File: src/rtl/fft8_in_loader_pkg.sv
// Shared definitions for the 8-point FFT input loader and output unloader:
// frame geometry, bit-reverse lane mapping and packed-bus lane slicing.
package fft8_in_loader_pkg;

    localparam int N     = 8;
    localparam int LOG2N = 3;

    typedef enum logic [1:0] {
        ST_IDLE = 2'd0,
        ST_FILL = 2'd1,
        ST_FULL = 2'd2
    } fill_state_e;

    function automatic logic [LOG2N-1:0] bitrev3(input logic [LOG2N-1:0] k);
        return {k[0], k[1], k[2]};
    endfunction

    // Bit offset of a lane inside a packed N*w bus.
    function automatic int unsigned lane_lsb(input logic [LOG2N-1:0] lane, input int unsigned w);
        return w * {29'd0, lane};
    endfunction

endpackage

File: src/rtl/fft8_in_loader_if.sv
// Sample-stream and parallel-frame signals of the FFT input loader.
// master = the loader itself, slave = the surrounding environment.
interface fft8_in_loader_if #(
    parameter int W = 16
);
    logic           s_valid;
    logic           s_ready;
    logic [W-1:0]   s_re;
    logic [W-1:0]   s_im;
    logic           s_last;
    logic           f_valid;
    logic           f_ready;
    logic [8*W-1:0] x_re;
    logic [8*W-1:0] x_im;
    logic           frame_err;
    logic [7:0]     frame_cnt;

    modport master (
        input  s_valid, s_re, s_im, s_last, f_ready,
        output s_ready, f_valid, x_re, x_im, frame_err, frame_cnt
    );

    modport slave (
        output s_valid, s_re, s_im, s_last, f_ready,
        input  s_ready, f_valid, x_re, x_im, frame_err, frame_cnt
    );
endinterface

File: src/rtl/fft8_frame_buf.sv
// 8-lane complex fill buffer: single-lane write port, full-frame parallel read.
module fft8_frame_buf
    import fft8_in_loader_pkg::*;
#(
    parameter int W = 16
) (
    input  logic             clk,
    input  logic             rst,
    input  logic             we_i,
    input  logic [LOG2N-1:0] waddr_i,
    input  logic [W-1:0]     wre_i,
    input  logic [W-1:0]     wim_i,
    output logic [N*W-1:0]   rd_re_o,
    output logic [N*W-1:0]   rd_im_o
);

    logic [W-1:0] re_q [N];
    logic [W-1:0] im_q [N];

    // Lane storage, cleared on reset so a discarded frame leaves nothing behind.
    always_ff @(posedge clk or negedge rst) begin
        if (!rst) begin
            for (int j = 0; j < N; j++) begin
                re_q[j] <= '0;
                im_q[j] <= '0;
            end
        end else if (we_i) begin
            re_q[waddr_i] <= wre_i;
            im_q[waddr_i] <= wim_i;
        end
    end

    // Pack all lanes onto the parallel read buses.
    always_comb begin
        rd_re_o = '0;
        rd_im_o = '0;
        for (int j = 0; j < N; j++) begin
            rd_re_o[lane_lsb(LOG2N'(j), W) +: W] = re_q[j];
            rd_im_o[lane_lsb(LOG2N'(j), W) +: W] = im_q[j];
        end
    end

endmodule

File: src/rtl/fft8_in_loader.sv
// FFT input loader: groups a serial complex stream into 8-sample frames
// (bit-reversed or natural lane order) and double-buffers them onto an 8-lane bus.
module fft8_in_loader
    import fft8_in_loader_pkg::*;
#(
    parameter int W      = 16,
    parameter int BITREV = 1
) (
    input logic               clk,
    input logic               rst,
    fft8_in_loader_if.master  bus
);

    localparam logic [LOG2N-1:0] LAST_LANE = (BITREV != 0) ? bitrev3(3'd7) : 3'd7;

    function automatic logic [LOG2N-1:0] lane_of(input logic [LOG2N-1:0] k);
        if (BITREV != 0) begin
            return bitrev3(k);
        end else begin
            return k;
        end
    endfunction

    fill_state_e      state_q, state_d;
    logic [LOG2N-1:0] cnt_q, cnt_d;
    logic             s_ready_q, s_ready_d;
    logic             f_valid_q, f_valid_d;
    logic             err_q, err_d;
    logic [7:0]       frame_cnt_q, frame_cnt_d;
    logic [N*W-1:0]   x_re_q, x_im_q;

    logic             accept_s;
    logic             handoff_s;
    logic             hold_free_s;
    logic             buf_we_s;
    logic [LOG2N-1:0] buf_waddr_s;
    logic             load_direct_s;
    logic             load_buf_s;
    logic [N*W-1:0]   buf_re_s, buf_im_s;
    logic [N*W-1:0]   frame_re_s, frame_im_s;

    assign accept_s    = bus.s_valid & s_ready_q;
    assign handoff_s   = f_valid_q & bus.f_ready;
    assign hold_free_s = ~f_valid_q | bus.f_ready;
    assign buf_waddr_s = lane_of(cnt_q);

    fft8_frame_buf #(
        .W (W)
    ) u_buf (
        .clk     (clk),
        .rst     (rst),
        .we_i    (buf_we_s),
        .waddr_i (buf_waddr_s),
        .wre_i   (bus.s_re),
        .wim_i   (bus.s_im),
        .rd_re_o (buf_re_s),
        .rd_im_o (buf_im_s)
    );

    // Fill FSM: sample counting, framing errors and holding-register loads.
    always_comb begin
        state_d       = state_q;
        cnt_d         = cnt_q;
        f_valid_d     = f_valid_q & ~bus.f_ready;
        err_d         = 1'b0;
        buf_we_s      = 1'b0;
        load_direct_s = 1'b0;
        load_buf_s    = 1'b0;
        case (state_q)
            ST_IDLE: begin
                state_d = ST_FILL;
            end
            ST_FILL: begin
                if (accept_s) begin
                    if (cnt_q != 3'd7) begin
                        if (bus.s_last) begin
                            err_d = 1'b1;
                            cnt_d = 3'd0;
                        end else begin
                            buf_we_s = 1'b1;
                            cnt_d    = cnt_q + 3'd1;
                        end
                    end else begin
                        // Eighth sample always closes the frame; a missing last is only flagged.
                        err_d = ~bus.s_last;
                        cnt_d = 3'd0;
                        if (hold_free_s) begin
                            load_direct_s = 1'b1;
                            f_valid_d     = 1'b1;
                        end else begin
                            buf_we_s = 1'b1;
                            state_d  = ST_FULL;
                        end
                    end
                end else begin
                    state_d = ST_FILL;
                end
            end
            ST_FULL: begin
                if (handoff_s) begin
                    load_buf_s = 1'b1;
                    f_valid_d  = 1'b1;
                    state_d    = ST_FILL;
                end else begin
                    state_d = ST_FULL;
                end
            end
            default: begin
                state_d = ST_IDLE;
                cnt_d   = 3'd0;
            end
        endcase
    end

    // Handshake side-effects that do not depend on the fill state.
    always_comb begin
        s_ready_d = (state_d == ST_FILL);
        if (handoff_s) begin
            frame_cnt_d = frame_cnt_q + 8'd1;
        end else begin
            frame_cnt_d = frame_cnt_q;
        end
    end

    // Frame to load: buffer contents, with the in-flight eighth sample bypassed into its lane.
    always_comb begin
        frame_re_s = '0;
        frame_im_s = '0;
        for (int j = 0; j < N; j++) begin
            if (load_direct_s && (LOG2N'(j) == LAST_LANE)) begin
                frame_re_s[lane_lsb(LOG2N'(j), W) +: W] = bus.s_re;
                frame_im_s[lane_lsb(LOG2N'(j), W) +: W] = bus.s_im;
            end else begin
                frame_re_s[lane_lsb(LOG2N'(j), W) +: W] = buf_re_s[lane_lsb(LOG2N'(j), W) +: W];
                frame_im_s[lane_lsb(LOG2N'(j), W) +: W] = buf_im_s[lane_lsb(LOG2N'(j), W) +: W];
            end
        end
    end

    // Control and status registers.
    always_ff @(posedge clk or negedge rst) begin
        if (!rst) begin
            state_q     <= ST_IDLE;
            cnt_q       <= 3'd0;
            s_ready_q   <= 1'b0;
            f_valid_q   <= 1'b0;
            err_q       <= 1'b0;
            frame_cnt_q <= 8'd0;
        end else begin
            state_q     <= state_d;
            cnt_q       <= cnt_d;
            s_ready_q   <= s_ready_d;
            f_valid_q   <= f_valid_d;
            err_q       <= err_d;
            frame_cnt_q <= frame_cnt_d;
        end
    end

    // Holding register; only written when the downstream slot is free.
    always_ff @(posedge clk or negedge rst) begin
        if (!rst) begin
            x_re_q <= '0;
            x_im_q <= '0;
        end else if (load_direct_s || load_buf_s) begin
            x_re_q <= frame_re_s;
            x_im_q <= frame_im_s;
        end
    end

    assign bus.s_ready   = s_ready_q;
    assign bus.f_valid   = f_valid_q;
    assign bus.x_re      = x_re_q;
    assign bus.x_im      = x_im_q;
    assign bus.frame_err = err_q;
    assign bus.frame_cnt = frame_cnt_q;

endmodule

File: src/flat_wrapper.sv
// flat-port wrapper written by rule: the top's interface ports become plain ports
module fft8_in_loader_flat import fft8_in_loader_pkg::*;
#(
    parameter int W      = 16,
    parameter int BITREV = 1
)
  (clk, rst, bus_s_valid, bus_s_re, bus_s_im, bus_s_last, bus_f_ready, bus_s_ready, bus_f_valid, bus_x_re, bus_x_im, bus_frame_err, bus_frame_cnt);
  fft8_in_loader_if #(.W(W)) bus_i ();
  input logic clk;
  input logic rst;
  input wire logic [$bits(bus_i.s_valid)-1:0] bus_s_valid;
  input wire logic [$bits(bus_i.s_re)-1:0] bus_s_re;
  input wire logic [$bits(bus_i.s_im)-1:0] bus_s_im;
  input wire logic [$bits(bus_i.s_last)-1:0] bus_s_last;
  input wire logic [$bits(bus_i.f_ready)-1:0] bus_f_ready;
  output wire logic [$bits(bus_i.s_ready)-1:0] bus_s_ready;
  output wire logic [$bits(bus_i.f_valid)-1:0] bus_f_valid;
  output wire logic [$bits(bus_i.x_re)-1:0] bus_x_re;
  output wire logic [$bits(bus_i.x_im)-1:0] bus_x_im;
  output wire logic [$bits(bus_i.frame_err)-1:0] bus_frame_err;
  output wire logic [$bits(bus_i.frame_cnt)-1:0] bus_frame_cnt;
  assign bus_i.s_valid = bus_s_valid;
  assign bus_i.s_re = bus_s_re;
  assign bus_i.s_im = bus_s_im;
  assign bus_i.s_last = bus_s_last;
  assign bus_i.f_ready = bus_f_ready;
  assign bus_s_ready = bus_i.s_ready;
  assign bus_f_valid = bus_i.f_valid;
  assign bus_x_re = bus_i.x_re;
  assign bus_x_im = bus_i.x_im;
  assign bus_frame_err = bus_i.frame_err;
  assign bus_frame_cnt = bus_i.frame_cnt;
  fft8_in_loader #(.W(W), .BITREV(BITREV)) u_core (.clk(clk), .rst(rst), .bus(bus_i));
endmodule
File: config.mk
export PLATFORM = sky130hd
export DESIGN_NAME = fft8_in_loader_flat
export DESIGN_NICKNAME = d
export VERILOG_FILES = /design/src/rtl/fft8_in_loader_pkg.sv /design/src/rtl/fft8_in_loader_if.sv /design/src/rtl/fft8_frame_buf.sv /design/src/rtl/fft8_in_loader.sv /design/src/flat_wrapper.sv
export SDC_FILE = /design/constraint.sdc
export NUM_CORES = 1
export LEC_CHECK = 0
export BUFFER_PORTS_ARGS = -buffer_cell sky130_fd_sc_hd__buf_2
export CORE_ASPECT_RATIO = 1.4
export CORE_UTILIZATION = 53
export CTS_BUF_LIST = sky130_fd_sc_hd__clkbuf_8
export CTS_CLUSTER_DIAMETER = 150
export DETAILED_ROUTE_END_ITERATION = 12
export GPL_TIMING_DRIVEN = 0
export PLACE_DENSITY = 0.78
export SKIP_LAST_GASP = 1
export SLEW_MARGIN = 5
export SYNTH_ARGS = -nofsm -noshare
export SYNTH_HDL_FRONTEND = slang
export SYNTH_SLANG_ARGS = --single-unit
File: constraint.sdc
create_clock -name clk -period 1.95 [get_ports clk]
set_input_delay 0.0975 -clock clk [delete_from_list [all_inputs] [get_ports clk]]
set_output_delay 0.0975 -clock clk [all_outputs]
set_load 0.02 [all_outputs]
## Word-level counts from Yosys, hierarchy flattened

Cells that the tools add are included.

| cells by class | value |
|---|---|
| multiplexer cells | 35 |
| divide/modulo/power cells | 0 |
| add/sub/neg operators | 2 |
| shift operators | 0 |
| multiply operators | 0 |
| reductions and logical operators | 5 |
| $lt $le $gt $ge | 2 |
| equality and inequality tests | 5 |
| bitwise gates (word level) | 9 |

Operators with widths:

| kind | count |
|---|---|
| bitwise mux 128 bit | 2 |
| demux 16 bit (select 3 bit) | 1 |
| 2-to-1 mux 16 bit | 3 |
| 2-to-1 mux 1 bit | 19 |
| 2-to-1 mux 3 bit | 3 |
| adder 8 x 1 -> 8 bit (second input constant) | 1 |
| 2-to-1 mux 2 bit | 4 |
| one-hot mux 2 bit (3 select lines) | 1 |
| one-hot mux 3 bit (2 select lines) | 1 |
| equality test 2 x 1 -> 1 bit (second input constant) | 2 |
| greater-or-equal comparator 4 bit (second input constant) | 1 |
| < comparator 4 x 1 -> 1 bit (second input constant) | 1 |
| inverter 1 bit | 4 |
| inverter 3 -> 4 bit | 1 |
| adder 3 x 1 -> 3 bit (second input constant) | 1 |
| AND 1 bit | 3 |
| inequality test 3 bit (second input constant) | 1 |
| equality test 2 bit (second input constant) | 1 |
| zero test 2 bit | 1 |
| inequality test 2 x 1 -> 1 bit (second input constant) | 1 |
| one-hot mux 1 bit (2 select lines) | 1 |
| AND reduction 2 bit | 1 |
| OR reduction 2 bit | 1 |
| logical AND 1 bit | 1 |
| 2 further kinds | 2 |

| storage, ports and cells | value |
|---|---|
| flip-flop bits (word level) | 528 |
| logic and storage cells | 82 |
| latch bits | 0 |
| input bits | 37 |
| memory bits (writable) | 0 |
| output and inout bits | 267 |
| bits in read-only memories | 0 |
| memories kept | 0 |

## Depth between registers and ports, before layout

Gate-level depths: netlist of the first run.

| depth | value |
|---|---|
| depth after elaboration | 7 |
| depth in mapped cells | 8 |
| mapped depth without buffers | 6 |

## Cells and area by module

From an unflattened synthesis of the first run, not the netlist that was laid out.

| second synthesis, totals | value |
|---|---|
| cell total of the unflattened synthesis | 1243 |
| area total of the unflattened synthesis | 20853.8 um^2 |

By module, submodules not included:

| module | cells an instance | area each (um^2) | sequential area each (um^2) | instances |
|---|---|---|---|---|
| fft8_in_loader | 692 | 11248.3 | 6806.5 | 1 |
| fft8_frame_buf | 551 | 9605.5 | 6406.1 | 1 |

## Least setup slack after synthesis of the first run

Ideal clock, no wire load.

| timing path | value |
|---|---|
| kind | reg2reg |
| from | register u_core.cnt_q[0] |
| to | register u_core.u_buf.im_q, in the netlist u_core.u_buf.rd_im_o[12] |
| buffers on the path | 1 |
| slack | -129 ps |
| stages on the path, launching flop included | 8 |
| setup time | 125 ps |
| period minus slack after synthesis | 2079 ps |
| data required time | 1825 ps |
| arrival | 1954 ps |
| path through | dfrtp_1 > ha_1 > ha_1 > and3b_1 > o211a_1 > nand2_1 > buf_2 > mux2_2 |

| on the way | value |
|---|---|
| word-level cells in the longest chain between the ends | 6 |
| elaborated cells between the ends (all ways) | 11 |
| those cells by class | order compare: 2; eq/ne: 1; mux: 6; bitwise: 1; reduce/logical: 1 |

RTL lines:

| what | line | RTL |
|---|---|---|
| start: declaration | fft8_in_loader.sv:25 | `logic [LOG2N-1:0] cnt_q, cnt_d;` |
| start signal: assignment | fft8_in_loader.sv:151 | `cnt_q <= cnt_d;` |
| inverter 3 -> 4 bit (not written as such) | fft8_frame_buf.sv:29 | `im_q[waddr_i] <= wim_i;` |
| greater-or-equal comparator 4 bit (not written as such) / < comparator 4 x 1 -> 1 bit (equally long branches) | fft8_frame_buf.sv:29 |  |
| logical AND 1 bit (not written as such) | fft8_frame_buf.sv:29 |  |
| 2-to-1 mux 16 bit (not written as such) | fft8_frame_buf.sv:29 |  |
| demux 16 bit (select 3 bit) | fft8_frame_buf.sv:29 |  |
| bitwise mux 128 bit | fft8_frame_buf.sv:29 |  |
| end signal: indexed assignment | fft8_frame_buf.sv:29 |  |
| end: declaration | fft8_frame_buf.sv:18 | `logic [W-1:0] im_q [N];` |

Several ways; a longest one is shown, not always the timed one.
A chain may end at the register's enable or synchronous reset.

## Worst setup path after layout of the first run

| timing path | value |
|---|---|
| from | register u_core.state_q[0] |
| to | register u_core.x_im_q[24] (netlist: u_core.bus.x_im[24]) |

| on the way | value |
|---|---|
| word-level cells in the longest chain between the ends | 3 |
| elaborated cells between the ends (all ways) | 5 |
| those cells by class | eq/ne: 2; mux: 2; reduce/logical: 1 |

RTL lines:

| what | line | RTL |
|---|---|---|
| start: declaration | fft8_in_loader.sv:24 | `fill_state_e state_q, state_d;` |
| start signal: assignment | fft8_in_loader.sv:150 | `state_q <= state_d;` |
| equality test 2 x 1 -> 1 bit / equality test 2 bit (equally long branches) | fft8_in_loader.sv:69 | `case (state_q)` |
| 2-to-1 mux 1 bit | fft8_in_loader.sv:69 |  |
| logical OR 1 bit * | fft8_in_loader.sv:164 | `end else if (load_direct_s \|\| load_buf_s) begin` |
| end signal: assignment | fft8_in_loader.sv:166 | `x_im_q <= frame_im_s;` |
| end: declaration | fft8_in_loader.sv:30 | `logic [N*W-1:0] x_re_q, x_im_q;` |

Every way passes the cells marked *; elsewhere a longest branch is shown, timed or not.

==> results of run 1 <==
[cell usage after synthesis (all sizes together), types with 2 or more instances]
cell    number  share of area (%)
nand3        2              0.050
o21ai        4              0.099
nand2       47               0.87
inv          6               0.11
nor2        40               0.77
and3         3              0.093
nor2b        2              0.062
a21oi        2               0.11
nand4        6               0.22
xnor2        8               0.35
dfrtp      528                 65
clkbuf       8               0.15
buf         55                1.9
ha          11               0.68
nand4b       2               0.24
a221o       32                1.6
mux2       481                 27
[registers in the layout, summed over array words and instances (netlist names)]
register              cells
u_core.bus.s_ready        1
u_core.state_q            2
u_core.bus.f_valid        1
u_core.bus.x_im         128
u_core.cnt_q              3
u_core.bus.x_re         128
u_core.bus.frame_err      1
u_core.u_buf.rd_im_o    128
u_core.bus.frame_cnt      8
u_core.u_buf.rd_re_o    128
[cell families after synthesis]
group / count (synthesis) / share of synthesized area [%]
XOR/XNOR: 8 / 0.3468
AND/OR/NAND/NOR: 108 / 2.589
AO/OA/AOI/OAI: 44 / 2.019
buffers and inverters: 69 / 2.155
multiplexers: 481 / 26.81
flip-flops: 528 / 65.40
adder cells (fa/ha/maj): 11 / 0.6812
[routing by layer]
| layer | track usage, % | part of all wire, % |
|---|---|---|
| met5 | 0 | 0 |
| met3 | 6.396 | 5.4 |
| met1 | 33.19 | 38 |
| met4 | 11.69 | 4.0 |
| met2 | 50.48 | 52 |
[worst min path at each step]
stage / endpoint / cells past startpoint
global placement: u_core.bus.frame_err / 3
finish: u_core.u_buf.rd_re_o[62] / 5
CTS: u_core.u_buf.rd_re_o[62] / 5
detailed placement: u_core.u_buf.rd_re_o[107] / 1
floorplan: u_core.bus.f_valid / 0
global route: u_core.u_buf.rd_re_o[12] / 5
[area by class of cell]
class | count | area, um2
Clock buffer | 101 | 1390
Multi-Input combinational cell | 652 | 8045
Clock inverter | 41 | 256.5
Inverter | 6 | 22.52
Antenna cell | 1 | 2.502
Sequential cell | 528 | 13220
Tap cell | 473 | 591.8
Buffer | 57 | 993.5
Timing Repair Buffer | 448 | 3850
Fill cell | 2141 | 9154
[worst register-to-register path, cell delays in order (launching register included)]
cell and delay, ps:
dfrtp_2 460, inv_2 120, ha_4 180, nand2_2 130, a21oi_4 240, buf_6 150
buf_8 110, buf_12 160, buf_12 160, mux2_2 360
[power by group through the flow]
stage / clock network, W / logic (W) / registers [W]
2_1_floorplan: 0 / 0.00200 / 0.0135
3_3_place_gp: 0 / 0.00289 / 0.0135
3_5_place_dp: 0 / 0.00306 / 0.0136
4_1_cts: 0.00941 / 0.00367 / 0.0135
5_1_grt: 0.00994 / 0.00457 / 0.0138
6_report: 0.00929 / 0.00428 / 0.0136
[repair_timing]
action,CTS,global route
endpoints found under the setup margin,509,509
gates cloned,25,13
pin swaps,9,32
gates resized for setup,301,308
hold endpoints to repair,464,117
setup buffers,51,23
[per-stage QoR]
step	util (%)	hold WS, ps
after global placement	59.72	399.0
after floorplan	-	-198.1
after detailed placement	60.04	27.75
after CTS	72.12	-186.9
after global routing	75.60	-154.8
final	75.60	-195.0
==> results.toml, run 1 <==
[outcome]
status = "finished with violations"
violations = "negative hold slack, negative setup slack"

[placement]
pre_cts_ws_ps = -567.8
gp_congestion = 0.8023
place_area_mm2 = 0.02253
hpwl_um = 32430
port_buffers = 303
dp.cells = 2029

[layout]
drive_gt1_share_pct = 60.72
syn_to_final_growth_pct = 40.41
final_cell_mix = "dfrtp_1 (526), buf_2 (302), mux2_4 (293)"
layout.cells.most_common = "dfrtp_1"
fin_area_mm2 = 0.02837
fin_cells = 2307
layout.nets = 1820

[floorplanning]
die_area_mm2 = 0.03892
fp.dieH_um = 233.0
initial_core_util_pct = 53.84
rows = 84
core_area_mm2 = 0.03752
die_x_um = 167.0
io_pins = 304

[sta]
final-hold-violation-count = 117
finalSetupTns_ps = -58160
worst_slew_pin_slew_ps = 654.2
worst_slack_ps = -229.2
fin_skew_ps = 14.53
clock.fmax_mhz = 458.9
min_period_over_period_pct = 111.8
finalSetupViolCount = 511
slew_headroom_pct = 56.39
hold_ws_ps = -195.0
fin_crit_ps = 2179
rsz0062_at_grt = "true"
slew_violations = 0

[logic_synthesis]
avgSynthCellArea_um2 = 16.18
syn-cell-area_mm2 = 0.02020
yosysUniqueCellTypes = 35
synth_edf_count = 0
synthFlopType = "dfrtp_1"
ys_ff_latch = 528
syn-instance-count = 1249
yosysSeqAreaShare_pct = 65.40
ys_warn_count = 0
syn_nets = 1297
ys_async_sr_fraction_pct = 100.0

[clock_network]
numClockSinks = 528
path_clk_slew_ps = 70
clockBufferDepth = 3
cts_inserted_buffers = 79
htree_levels = 3
clkLatencyLatePin_ps = 620
tritoncts = "built"
cts.hold.buffers_added = 42
cts_root_buffer = "clkbuf_8"

[power]
switching_share_pct = 25.64
p_sw_w = 0.006975
leakagePower_nw = 15.01
finalPower_w = 0.02720
power_frac_comb_pct = 15.7
ir_drop_uv = 637.4
p_seq_share_pct = 50.1
powerDensity_mw_per_mm2 = 958.9
internal_power_w = 0.02022
clkPwrFrac_pct = 34.2

[critical_path]
critical_path_class = "reg2reg"
crit_cells = 9
crit_path_end_kind = "flip-flop"
rr_endpoint = "u_core.bus.x_im[24]"
cp_common_cell = "buf_12"
critical_path_arrival_ps = 2680
timing.rr.start = "u_core.state_q[0]"
path_buf_inv = 5
cp_slowest_cell = "dfrtp_2"
rr_worst_depth = 9
startpoint = "u_core.state_q[0]"
cp_max_fo = 10
rrSetupSlack_ps = -230
cp.required_ps = 2450
path_delay_family = "buffers and inverters"
crit_path_end = "u_core.bus.x_im[24]"
start_kind = "flip-flop"
crit_path_cell_trace = "inv_2 -> ha_4 -> nand2_2 -> a21oi_4 -> buf_6 -> buf_8 -> buf_12 -> buf_12 -> mux2_2"
cpPeakStageDelay_ps = 460

[global_route]
grt_start_max_net_pins = 125
antenna_found_initial = 1
gr-total-overflow = 0
grt_pass1_wl_um = 82250
grtUsageTotal_pct = 28.43
grt_pass1_vias = 13560

[route]
drc = 0
antenna_left = 0
first_pass_iters = 4
wirelength_um = 58130
viasPerCell = 5.580
drtIter0Drc = 682
wire_per_inst_um = 25.20
vias = 12870

[flow_run]
maxCapViolCount = 0

[worst_hold_path]
min_path_type = "in2async"
Note: power is estimated with default switching activity, not from simulation.
==> inputs of run 2 (changes only) <==
--- a/config.mk
+++ b/config.mk
@@ -7,12 +7,12 @@
 export LEC_CHECK = 0
 export BUFFER_PORTS_ARGS = -buffer_cell sky130_fd_sc_hd__buf_2
 export CORE_ASPECT_RATIO = 1.4
-export CORE_UTILIZATION = 53
+export CORE_UTILIZATION = 59
 export CTS_BUF_LIST = sky130_fd_sc_hd__clkbuf_8
 export CTS_CLUSTER_DIAMETER = 150
 export DETAILED_ROUTE_END_ITERATION = 12
 export GPL_TIMING_DRIVEN = 0
-export PLACE_DENSITY = 0.78
+export PLACE_DENSITY = 0.82
 export SKIP_LAST_GASP = 1
 export SLEW_MARGIN = 5
 export SYNTH_ARGS = -nofsm -noshare
==> constraint.sdc (replaced) <==
create_clock -name clk -period 2.5 [get_ports clk]
set_input_delay 0.125 -clock clk [delete_from_list [all_inputs] [get_ports clk]]
set_output_delay 0.125 -clock clk [all_outputs]
set_load 0.02 [all_outputs]
==> run 2 against run 1 <==
  * The run now ends clean
  * Cell count shrank 6.2%
  * Count of clock-buffer cells in the layout shrank 13
  * Clock skew grew 7.9 ps
  * Critical path type unchanged
  * Critical endpoint is now u_core.u_buf.rd_im_o[66]
  * Highest routed layer unchanged
==> results.toml, run 2 (synthesis gave the netlist of run 1 again) <==
[critical_path]
cp_max_fo = 10
cp_slowest_cell = "dfrtp_1"
cp_common_cell = "ha_1"
cp.required_ps = 2980
crit_path_end_kind = "flip-flop"
critical_path_arrival_ps = 2930
path_delay_family = "adder cells"
cpPeakStageDelay_ps = 400
critical_path_class = "reg2reg"
crit_path_cell_trace = "ha_1 -> ha_1 -> and3b_1 -> o211a_1 -> nand2_2 -> buf_4 -> mux2_2"
start_kind = "flip-flop"
path_buf_inv = 1

[sta]
fin_skew_ps = 22.48
final-hold-violation-count = 0
min_period_over_period_pct = 97.91
slew_violations = 0
clock.fmax_mhz = 408.6
finalSetupViolCount = 0
rsz0062_at_grt = "true"
worst_slew_pin_slew_ps = 627.4
slew_headroom_pct = 57.92
fin_crit_ps = 2448

[clock_network]
clockBufferDepth = 3
numClockSinks = 528
path_clk_slew_ps = 70
cts_root_buffer = "clkbuf_8"
tritoncts = "built"
htree_levels = 3
cts_inserted_buffers = 76
clkLatencyLatePin_ps = 610

[placement]
place_area_mm2 = 0.02240
hpwl_um = 32110
gp_congestion = 0.8233
port_buffers = 303
dp.cells = 2001

[layout]
layout.nets = 1720
antenna_cells = 0
fin_area_mm2 = 0.02428
syn_to_final_growth_pct = 20.18
drive_gt1_share_pct = 54.13
fin_cells = 2163
final_cell_mix = "dfrtp_1 (528), mux2_2 (449), buf_2 (318)"
layout.cells.most_common = "dfrtp_1"
fill_cells = 2200

[floorplanning]
fp.dieH_um = 221.0
rows = 79
io_pins = 304
core_area_mm2 = 0.03351
die_area_mm2 = 0.03500
die_x_um = 158.4
initial_core_util_pct = 60.29

[power]
switching_share_pct = 25.00
leakagePower_nw = 13.34
internal_power_w = 0.01454
clkPwrFrac_pct = 33.4
powerDensity_mw_per_mm2 = 798.5
ir_drop_uv = 555.0
finalPower_w = 0.01939
p_seq_share_pct = 54.2
p_sw_w = 0.004847
power_frac_comb_pct = 12.4

[global_route]
grtUsageMet1_pct = 32.82
grt_pass1_vias = 13020
grt_pass1_wl_um = 73590
grt-busiest-layer = "met2"
antenna_found_initial = 0
globalRouteMet3Util_pct = 7.618
grtUsageTotal_pct = 28.17
met2_usage_pct = 49.32
grt_start_max_net_pins = 126
gr-total-overflow = 0

[route]
drtIter0Drc = 656
antenna_left = 0
vias = 11960
drc = 0
viasPerCell = 5.530
wire_per_inst_um = 21.78
first_pass_iters = 4
wirelength_um = 47120

[worst_hold_path]
min_path_type = "in2async"

[flow_run]
maxCapViolCount = 0

[outcome]
status = "complete, no violations"
[run 2: cell types whose count changed in the layout (fill, tap and decap cells not counted), moves of 14 or more]
cell,delta
buf_12,-65
buf_16,-19
buf_2,+16
buf_8,-14
mux2_1,+19
mux2_2,+274
mux2_4,-293
nor2_1,+31
nor2_4,-28
[run 2: what timing repair did]
action,in CTS,in global routing
hold endpoints to repair,586,0
setup endpoints to repair,215,114
gates resized for setup,13,11
hold buffers,37,0
pin swaps,1,0
cloned,0,0
setup buffers,1,0
[run 2: area by class of cell]
type | count | area (um2) | area share (%)
clock buffers | 88 | 1211 | 4.988
multi-input cells | 652 | 6580 | 27.10
repair buffers | 345 | 2027 | 8.348
well taps | 445 | 556.8 | 2.293
clock inverters | 36 | 214.0 | 0.8812
inverters | 6 | 22.52 | 0.09276
plain buffers | 63 | 455.4 | 1.876
flip-flops and latches | 528 | 13210 | 54.42
[run 2: metal layers]
layer	wire [um]	share of wire, %	vias to the layer above
met1	17610	37	6267
met5	0	0	-
met4	1257	2.7	0
met2	25070	53	345
li1	-	-	5269
met3	3177	6.7	80
[run 2: power groups by stage]
stage	logic (W)	clock network (W)	registers, W
2_1_floorplan	0.00152	0	0.0105
3_3_place_gp	0.00219	0	0.0105
3_5_place_dp	0.00235	0	0.0106
4_1_cts	0.00243	0.00663	0.0105
5_1_grt	0.00263	0.00700	0.0106
6_report	0.00240	0.00648	0.0105
[run 2: path summary, 6_finish.rpt]
check	from	endpoint	slack, ps	depth (start not counted)
worst max-delay path	u_core.cnt_q[0]	u_core.u_buf.rd_im_o[66]	50	7
worst max register to register	u_core.cnt_q[0]	u_core.u_buf.rd_im_o[66]	50	7
min in group clk	bus_s_re[9]	u_core.u_buf.rd_re_o[73]	430	3
worst min register to register	u_core.bus.x_re[71]	u_core.bus.x_re[71]	480	1
max in group asynchronous	rst	u_core.bus.x_re[20]	950	4
worst min-delay path	rst	u_core.u_buf.rd_re_o[62]	40	2
[run 2: worst register-to-register path: cells and delay by family (launching register included)]
kind | cells | cell delay [ps]
adders and majority gates | 2 | 520
AOI/OAI and AO/OA | 1 | 300
DFF | 1 | 400
muxes | 1 | 360
and+or+nand+nor | 2 | 480
buffers and inverters | 1 | 270
[run 2: metrics by stage]
step                      worst slack (ps)  hold WS [ps]  utilization, %   TNS, ps
after floorplan                      420.8        -170.6               -         0
after global placement               -8765         419.2           66.48  -4603890
after detailed placement            -136.3         80.07           66.84    -10840
after CTS                           -36.78         26.93           72.36    -217.0
after global routing                -49.52         65.18           72.46     -2897
final                                52.33         41.65           72.46         0
